[src/rtl/time_update_scheduler_if.sv]
// Command handshake between the time-update scheduler and the counter bank.
interface time_update_scheduler_if;
    logic       cmd_valid;
    logic       cmd_ready;
    logic [2:0] cmd_field;
    logic       cmd_dir;

    modport master (output cmd_valid, output cmd_field, output cmd_dir, input cmd_ready);
    modport slave  (input cmd_valid, input cmd_field, input cmd_dir, output cmd_ready);
endinterface

[src/rtl/time_update_scheduler.sv]
// Time update scheduler: merges 1 Hz ticks (run mode) and button
// press/auto-repeat adjust requests (edit mode) into one valid/ready
// command stream towards the clock counter bank.
module time_update_scheduler #(
    parameter int HOLD_CYC   = 500,
    parameter int REPEAT_CYC = 100
) (
    input  logic                           clk,
    input  logic                           rst,
    input  logic                           i_tick_1hz,
    input  logic                           i_edit_mode,
    input  logic [2:0]                     i_field_sel,
    input  logic                           i_up,
    input  logic                           i_down,
    output logic                           o_tick_ovf,
    time_update_scheduler_if.master        cmd
);

    localparam int MAX_CYC = (HOLD_CYC > REPEAT_CYC) ? HOLD_CYC : REPEAT_CYC;
    localparam int CW      = $clog2(MAX_CYC) + 1;
    localparam logic [CW-1:0] HOLD_LD = CW'(HOLD_CYC);
    localparam logic [CW-1:0] REP_LD  = CW'(REPEAT_CYC);

    typedef enum logic [1:0] {S_IDLE, S_HOLD_WAIT, S_REPEAT} state_t;

    state_t        r_state;
    logic [CW-1:0] r_cnt;
    logic          r_up_q, r_dn_q;
    logic          r_adj_pend;
    logic [2:0]    r_adj_field;
    logic          r_adj_dir;
    logic [1:0]    r_tick_pend;
    logic          r_ovf;
    logic          r_valid;
    logic [2:0]    r_field;
    logic          r_dir;
    logic          r_src_adj;

    logic       w_rise_up, w_rise_dn, w_start, w_held, w_abort, w_fire;
    logic       w_adj_set, w_adj_clr, w_acc, w_acc_tick, w_acc_adj;
    logic       w_tick_in, w_tick_avail, w_adj_avail;
    logic [2:0] w_adj_field_nxt;
    logic       w_adj_dir_nxt;

    assign w_rise_up = i_up & ~r_up_q;
    assign w_rise_dn = i_down & ~r_dn_q;

    // A fresh press of exactly one button on a valid field starts an adjust.
    assign w_start = (r_state == S_IDLE) & i_edit_mode & (i_field_sel <= 3'd5)
                   & (w_rise_up ^ w_rise_dn);
    assign w_held  = r_adj_dir ? i_up : i_down;
    assign w_abort = (r_state != S_IDLE)
                   & (~i_edit_mode | (i_field_sel != r_adj_field) | ~w_held | (i_up & i_down));
    // Counter reaching zero on this edge means a hold/repeat request is due.
    assign w_fire  = (r_state != S_IDLE) & ~w_abort & (r_cnt <= CW'(1));

    assign w_adj_set = w_start | w_fire;
    // Leaving edit mode or moving to another field cancels a queued adjust;
    // a plain release leaves it queued.
    assign w_adj_clr = ~i_edit_mode | ((r_state != S_IDLE) & (i_field_sel != r_adj_field));

    assign w_acc      = r_valid & cmd.cmd_ready;
    assign w_acc_tick = w_acc & ~r_src_adj;
    assign w_acc_adj  = w_acc & r_src_adj;

    assign w_tick_in    = i_tick_1hz & ~i_edit_mode;
    assign w_tick_avail = ~i_edit_mode & ((r_tick_pend != 2'd0) | w_tick_in);
    assign w_adj_avail  = i_edit_mode & ((r_adj_pend & ~w_adj_clr) | w_adj_set);

    assign w_adj_field_nxt = w_start ? i_field_sel : r_adj_field;
    assign w_adj_dir_nxt   = w_start ? w_rise_up   : r_adj_dir;

    // Button history; resets as "pressed" so levels held through reset are not edges.
    always_ff @(posedge clk or posedge rst) begin
        if (rst) begin
            r_up_q <= 1'b1;
            r_dn_q <= 1'b1;
        end else begin
            r_up_q <= i_up;
            r_dn_q <= i_down;
        end
    end

    // Adjust FSM: press -> hold delay -> periodic repeat, plus the one-deep adjust queue.
    always_ff @(posedge clk or posedge rst) begin
        if (rst) begin
            r_state     <= S_IDLE;
            r_cnt       <= '0;
            r_adj_pend  <= 1'b0;
            r_adj_field <= 3'd0;
            r_adj_dir   <= 1'b0;
        end else begin
            if (w_adj_set)
                r_adj_pend <= 1'b1;
            else if (w_adj_clr | w_acc_adj)
                r_adj_pend <= 1'b0;

            case (r_state)
                S_IDLE: begin
                    if (w_start) begin
                        r_state     <= S_HOLD_WAIT;
                        r_cnt       <= HOLD_LD;
                        r_adj_field <= i_field_sel;
                        r_adj_dir   <= w_rise_up;
                    end
                end
                S_HOLD_WAIT, S_REPEAT: begin
                    if (w_abort) begin
                        r_state <= S_IDLE;
                        r_cnt   <= '0;
                    end else if (w_fire) begin
                        r_state <= S_REPEAT;
                        r_cnt   <= REP_LD;
                    end else begin
                        r_cnt   <= r_cnt - CW'(1);
                    end
                end
                default: begin
                    r_state <= S_IDLE;
                    r_cnt   <= '0;
                end
            endcase
        end
    end

    // Pending tick counter, saturating at 3 with a drop pulse; flushed in edit mode.
    always_ff @(posedge clk or posedge rst) begin
        if (rst) begin
            r_tick_pend <= 2'd0;
            r_ovf       <= 1'b0;
        end else begin
            r_ovf <= 1'b0;
            if (i_edit_mode) begin
                r_tick_pend <= 2'd0;
            end else begin
                case ({w_tick_in, w_acc_tick})
                    2'b10: begin
                        if (r_tick_pend == 2'd3)
                            r_ovf <= 1'b1;
                        else
                            r_tick_pend <= r_tick_pend + 2'd1;
                    end
                    2'b01: begin
                        if (r_tick_pend != 2'd0)
                            r_tick_pend <= r_tick_pend - 2'd1;
                    end
                    default: r_tick_pend <= r_tick_pend;
                endcase
            end
        end
    end

    // Command register: hold offer until accepted; ticks beat adjusts when idle;
    // an adjust offer is withdrawn when edit mode ends.
    always_ff @(posedge clk or posedge rst) begin
        if (rst) begin
            r_valid   <= 1'b0;
            r_field   <= 3'd0;
            r_dir     <= 1'b0;
            r_src_adj <= 1'b0;
        end else if (r_valid) begin
            if (w_acc || (r_src_adj && !i_edit_mode))
                r_valid <= 1'b0;
        end else if (w_tick_avail) begin
            r_valid   <= 1'b1;
            r_field   <= 3'd0;
            r_dir     <= 1'b1;
            r_src_adj <= 1'b0;
        end else if (w_adj_avail) begin
            r_valid   <= 1'b1;
            r_field   <= w_adj_field_nxt;
            r_dir     <= w_adj_dir_nxt;
            r_src_adj <= 1'b1;
        end
    end

    assign cmd.cmd_valid = r_valid;
    assign cmd.cmd_field = r_field;
    assign cmd.cmd_dir   = r_dir;
    assign o_tick_ovf    = r_ovf;

endmodule

[src/flat_wrapper.sv]
// flat-port wrapper written by rule: the top's interface ports become plain ports
module time_update_scheduler_flat 
#(
    parameter int HOLD_CYC   = 500,
    parameter int REPEAT_CYC = 100
)
  (clk, rst, i_tick_1hz, i_edit_mode, i_field_sel, i_up, i_down, o_tick_ovf, cmd_cmd_valid, cmd_cmd_field, cmd_cmd_dir, cmd_cmd_ready);
  time_update_scheduler_if cmd_i ();
  input  logic clk;
  input  logic rst;
  input  logic i_tick_1hz;
  input  logic i_edit_mode;
  input  logic [2:0] i_field_sel;
  input  logic i_up;
  input  logic i_down;
  output logic o_tick_ovf;
  output wire logic [$bits(cmd_i.cmd_valid)-1:0] cmd_cmd_valid;
  output wire logic [$bits(cmd_i.cmd_field)-1:0] cmd_cmd_field;
  output wire logic [$bits(cmd_i.cmd_dir)-1:0] cmd_cmd_dir;
  input wire logic [$bits(cmd_i.cmd_ready)-1:0] cmd_cmd_ready;
  assign cmd_cmd_valid = cmd_i.cmd_valid;
  assign cmd_cmd_field = cmd_i.cmd_field;
  assign cmd_cmd_dir = cmd_i.cmd_dir;
  assign cmd_i.cmd_ready = cmd_cmd_ready;
  time_update_scheduler #(.HOLD_CYC(HOLD_CYC), .REPEAT_CYC(REPEAT_CYC)) u_core (.clk(clk), .rst(rst), .i_tick_1hz(i_tick_1hz), .i_edit_mode(i_edit_mode), .i_field_sel(i_field_sel), .i_up(i_up), .i_down(i_down), .o_tick_ovf(o_tick_ovf), .cmd(cmd_i));
endmodule
[config.mk]
export PLATFORM = sky130hd
export DESIGN_NAME = time_update_scheduler_flat
export DESIGN_NICKNAME = d
export VERILOG_FILES = /design/src/rtl/time_update_scheduler_if.sv /design/src/rtl/time_update_scheduler.sv /design/src/flat_wrapper.sv
export SDC_FILE = /design/constraint.sdc
export NUM_CORES = 1
export LEC_CHECK = 0
export ABC_AREA = 1
export CAP_MARGIN = 0
export CORE_UTILIZATION = 29
export DETAILED_ROUTE_END_ITERATION = 8
export HOLD_SLACK_MARGIN = 0.15
export SETUP_SLACK_MARGIN = 0.3
export SKIP_LAST_GASP = 1
export SYNTH_ARGS = -nofsm -noshare
export SYNTH_HDL_FRONTEND = slang
export SYNTH_SLANG_ARGS = --single-unit
[constraint.sdc]
create_clock -name clk -period 1.7 [get_ports clk]
set_input_delay 0.34 -clock clk [delete_from_list [all_inputs] [get_ports clk]]
set_output_delay 0.34 -clock clk [all_outputs]
set_load 0.01 [all_outputs]
# Yosys cells after proc, flatten, opt, wreduce, memory -nomap -nowiden
# Index checks and enable logic that the tools add are counted.
[totals]
reg_bits = 28
latch_bits = 0
mem_bits_rw = 0
mem_bits_ro = 0
inputBits = 10
output_inout_bits = 6
elab_cells = 105
mem_count = 0
[op_classes]
n_addsub = 3
n_mul = 0
n_div = 0
order_cmp = 2
eq_ne = 10
shifts = 0
muxes = 30
bitwise_logic = 34
n_reduce_logical = 13
[ops]
columns = ["op", "count"]
rows = [
  ["$mux 10", 3],
  ["$pmux 10 s2", 1],
  ["$and 1x1->1", 17],
  ["$mux 1", 15],
  ["$mux 2", 6],
  ["$le 10x1->1 const B", 1],
  ["$sub 10x1->10 const B", 1],
  ["$mux 3", 3],
  ["$not 1->1", 8],
  ["$or 1x1->1", 8],
  ["$pmux 2 s2", 2],
  ["$reduce_bool 2->1", 4],
  ["$eq 2x2->1 const B", 3],
  ["$eq 2x1->1 const B", 2],
  ["$reduce_and 2->1", 2],
  ["$le 3x3->1 const B", 1],
  ["$ne 3x1->1 const B", 1],
  ["$ne 3x2->1 const B", 1],
  ["$ne 3x3->1", 1],
  ["$ne 3x3->1 const B", 1],
  ["$reduce_and 3->1", 1],
  ["$reduce_bool 3->1", 1],
  ["$add 2x1->2 const B", 1],
  ["$logic_not 2->1", 1],
  ["7 further kinds", 7],
]

# Depth between registers and ports, before layout
[depth]
depth_word = 14
depth_mapped = 12
ltp_nobuf = 12

# Least setup slack after synthesis
# No wires, ideal clock.
[synth_path]
kind = "register -> register"
startpoint = "register u_core.r_cnt[0]"
endpoint = "register u_core.r_field[2], in the netlist u_core.cmd.cmd_field[2]"
setup_ns = 0.119
t_arrival_ns = 1.519
t_required_ns = 1.581
setup_slack_ns = 0.062
path_stages_with_launch = 11
path_buffers = 0
synth_period_minus_slack_ns = 1.638
cell_sequence = "dfrtp_1 -> inv_1 -> ha_1 -> o21ai_0 -> nor3b_2 -> nand2_2 -> nand3_1 -> nand2_2 -> clkinv_1 -> nand2_1 -> nand2_1"
[synth_via]
elab_chain_len = 7
[synth_rtl]
columns = ["element", "line_no", "text"]
rows = [
  ["from (decl)", "time_update_scheduler.sv:27", "logic [CW-1:0] r_cnt;"],
  ["from (signal assigned)", "time_update_scheduler.sv:115", "r_cnt <= r_cnt - CW'(1);"],
  ["$le 10x1->1", "time_update_scheduler.sv:55", "assign w_fire = (r_state != S_IDLE) & ~w_abort & (r_cnt <= CW'(1));"],
  ["$and 1x1->1", "time_update_scheduler.sv:55", ""],
  ["$or 1x1->1", "time_update_scheduler.sv:57", "assign w_adj_set = w_start | w_fire;"],
  ["$or 1x1->1", "time_update_scheduler.sv:68", "assign w_adj_avail = i_edit_mode & ((r_adj_pend & ~w_adj_clr) | w_adj_set);"],
  ["$and 1x1->1", "time_update_scheduler.sv:68", ""],
  ["$reduce_bool 2->1 (no source line)", "-", ""],
  ["$reduce_and 2->1 (no source line)", "-", ""],
  ["to (signal assigned)", "time_update_scheduler.sv:171", "r_field <= w_adj_field_nxt;"],
  ["to (decl)", "time_update_scheduler.sv:35", "logic [2:0] r_field;"],
]
# No other way between the ends.
# A chain may end at the register's enable or synchronous reset.

# Worst setup path after layout
[layout_path]
startpoint = "register u_core.r_state[1]"
endpoint = "register u_core.r_field[2], in the netlist u_core.cmd.cmd_field[2]"
[layout_via]
elab_chain_len = 10
word_cells_on_any_way = 21
classes_between = "mux: 3; bitwise: 14; reduce/logical: 4"
[layout_rtl]
columns = ["element", "line_no", "text"]
rows = [
  ["from (decl)", "time_update_scheduler.sv:26", "state_t r_state;"],
  ["from (signal assigned)", "time_update_scheduler.sv:87", "r_state <= S_IDLE;"],
  ["from (signal assigned)", "time_update_scheduler.sv:101", "r_state <= S_HOLD_WAIT;"],
  ["from (signal assigned)", "time_update_scheduler.sv:109", "r_state <= S_IDLE;"],
  ["$reduce_bool 2->1", "time_update_scheduler.sv:52, time_update_scheduler.sv:55, time_update_scheduler.sv:60", ""],
  ["$and 1x1->1", "time_update_scheduler.sv:53", "& (~i_edit_mode | (i_field_sel != r_adj_field) | ~w_held | (i_up & i_down));"],
  ["$not 1->1", "time_update_scheduler.sv:55", ""],
  ["$and 1x1->1 (2 in series)", "time_update_scheduler.sv:55", ""],
  ["$or 1x1->1", "time_update_scheduler.sv:57", ""],
  ["$or 1x1->1", "time_update_scheduler.sv:68", ""],
  ["$and 1x1->1", "time_update_scheduler.sv:68", ""],
  ["$reduce_bool 2->1 (no source line)", "-", ""],
  ["$reduce_and 2->1 (no source line)", "-", ""],
]
# Parallel ways exist; a longest one is shown, timed or not. The select of a mux whose other input is x is not followed.

==> flow_summary.yaml <==
setup_path:
  critPathArrivalTime_ps: 1770
  crit_type: "reg2reg"
  end_kind: "register"
  critPathTopFamily: "simple AND/OR/NAND/NOR gates"
  path_depth: 11
  slowest_delay_ps: 400
  critPathMaxFanout: 7
  path_buf_inv: 3
  timing.rr.start: "u_core.r_state[1]"
  r2r-end: "u_core.cmd.cmd_field[2]"
  rrSetupSlack_ps: 110
  r2r_cells: 11
  cp_slowest_cell: "dfrtp_1"
  path_common_cell: "nand2_1"
  cp_data_required_time_ps: 1880
  cp-start-kind: "register"
  worstPathCellList: "inv_2 -> ha_4 -> buf_6 -> nor3_2 -> nor3b_2 -> nand2_2 -> nand3_2 -> nand2_4 -> clkinv_4 -> nand2_1 -> nand2_1"
clock_tree:
  clock-sinks: 28
  clock_latency_ps: 280
  clockRootBuffer: "clkbuf_8"
  cts_tree: "yes"
  cts.path.max_buffers: 2
  clk_pin_slew_worst_paths_ps: 100
  htreeDepth: 1
  cts_buffers: 3
global_route:
  grt.overflow.total: 0
  antenna_found_initial: 0
  grt_max_degree: 29
  grt_pass1_wl_um: 6451
  track_usage_pct: 13.47
  grt_pass1_vias: 1481
status:
  outcome: "finished clean"
sta:
  finalSetupViolCount: 0
  worst_pin_slew_ps: 372.8
  skew_ps: 4.178
  timing.setup.tns_ps: 0
  finalCritPeriodShare_pct: 93.28
  setup_slack_ps: 114.3
  hold_slack_ps: 339.0
  rsz0062_at_grt: "true"
  fin_crit_ps: 1586
  slew_viol_final: 0
  max_freq_mhz: 630.6
  hold_violations: 0
  slew_headroom_pct: 75.15
die:
  start_util_pct: 30.13
  dieArea_mm2: 0.006063
  die_x_um: 77.87
  num_rows: 27
  core_mm2: 0.005540
  pin_count: 16
  dieHeight_um: 77.87
logic_synthesis:
  syn_avg_cell_area_um2: 7.552
  synth.distinct_cells: 29
  synth_cells: 221
  yosysWarnings: 0
  synth_seq_cells: 28
  syn-num-nets: 236
  synth_area_mm2: 0.001669
  synth_seq_area_share_pct: 42.13
worst_hold_path:
  whs_path_depth: 1
  hold_class: "in2reg"
  min-delay-start: "i_down"
  min_to: "u_core.r_dn_q"
route:
  detail_route.wl_per_cell_um: 10.81
  vias_per_cell: 4.510
  highest_layer: "met4"
  wl_met1_um: 1718
  route.met3.wl_um: 88
  vias: 1538
  drt-total-wl_um: 3687
  drc: 0
  dr.pass1.iters: 5
  drtIter0Drc: 53
  wl_met2_um: 1791
  postRouteAntennaNets: 0
placed_design:
  post-place-ws_ps: -302.8
  dp_hpwl_um: 2616
  port_buffers: 15
  gp_congestion: 0.7900
cells_and_area:
  mostFrequentLayoutCells: "nand2_1, buf_4, dfrtp_1"
  fin_nets: 285
  multiInputGateArea_um2: 984.7
  area_growth_pct: 39.95
  diodes: 0
  drive_above_1_share_pct: 31.23
  final_common_cell: "nand2_1"
  ff_latch_area_um2: 703.2
  fillers: 561
pwr:
  power_uw: 3524
  p_per_area_mw_per_mm2: 1508
  peakVddDrop_mv: 0.7589
  p_leak_uw: 0.001218
flow_run:
  drv_cap: 0
flip-flops by register name (all words and copies together), names as in the netlist, 2 cells and up:
register / cells
u_core.r_cnt: 10
u_core.cmd.cmd_field: 3
u_core.r_adj_field: 3
u_core.r_state: 2
u_core.r_tick_pend: 2
cell type report:
class / instances / share of cell area (%)
clock buffer: 4 / 2.357
timing repair buffer: 45 / 16.02
sequential: 28 / 30.10
inverter: 33 / 5.517
tap: 72 / 3.856
multi-input combinational: 159 / 42.15
cells by family (layout without fill, tap and decap cells):
group / Yosys count / in the layout / synth area share (%)
AOI/OAI and AO/OA: 24 / 24 / 9.071
xor gates and xnor gates: 6 / 6 / 3.149
DFF: 28 / 28 / 42.13
buffers and inverters: 34 / 82 / 7.721
and+or+nand+nor: 124 / 124 / 34.18
adders and majority gates: 5 / 5 / 3.748
per-layer routing:
layer	GRT usage, %	vias up
met3	1.765	7
met2	22.48	21
met1	16.95	716
met4	6.792	0
met5	0	-
li1	-	794
cells in the mapped netlist:
cell,number,area (um2)
ha_1,5,62.56
o21ai_1,2,10.01
dfrtp_1,26,650.6
o21ai_0,11,55.05
dfstp_2,2,52.55
nand4_1,4,25.02
inv_2,2,7.510
o211ai_1,4,30.03
nand3_2,1,10.01
buf_2,1,5.000
xnor2_1,3,26.28
nand2_4,2,22.52
o21ai_2,3,26.28
nand3_1,21,105.1
nor2_2,2,12.51
nand2_2,3,18.77
a21o_1,1,7.510
nand3b_1,1,7.510
nor3b_2,1,12.51
nor2_8,1,20.02
a21oi_2,2,17.52
nor4_1,1,6.260
nor3_1,3,15.01
xor2_1,3,26.28
inv_1,30,112.6
nand2_1,69,259.0
nor2_1,15,56.30
clkinv_1,1,3.750
a21oi_1,1,5.000
stage by stage:
| step | std cells | area, um2 | utilization (%) |
|---|---|---|---|
| floorplan | 221 | 1703 | - |
| global placement | 328 | 2090 | 37.71 |
| detailed placement | 328 | 2090 | 37.71 |
| CTS | 339 | 2271 | 40.99 |
| global route | 341 | 2336 | 42.16 |
| finish | 341 | 2336 | 42.16 |
worst max-delay path by stage:
| stage | start | end | slack (ps) |
|---|---|---|---|
| floorplan | u_core.r_state[1] | u_core.r_cnt[0] | 240 |
| global placement | i_down | u_core.cmd.cmd_field[2] | -280 |
| detailed placement | i_field_sel[2] | u_core.cmd.cmd_field[2] | -300 |
| CTS | u_core.r_state[1] | u_core.cmd.cmd_field[2] | 120 |
| global route | u_core.r_state[0] | u_core.cmd.cmd_field[0] | -20 |
| finish | u_core.r_state[1] | u_core.cmd.cmd_field[2] | 110 |
where the power goes:
group / switching (uW) / total [uW] / internal (uW)
sequential: 246 / 1170 / 925
clock: 214 / 422 / 208
combinational: 1060 / 1930 / 873
total: 1520 / 3520 / 2010
repair_timing:
action	in CTS	in global routing
endpoints found under the setup margin	30	25
hold endpoints to repair	0	0
hold buffers	0	0
setup buffers	7	2
gates resized for setup	39	13
pin swaps	21	10
(Power assumes the default switching activity.)
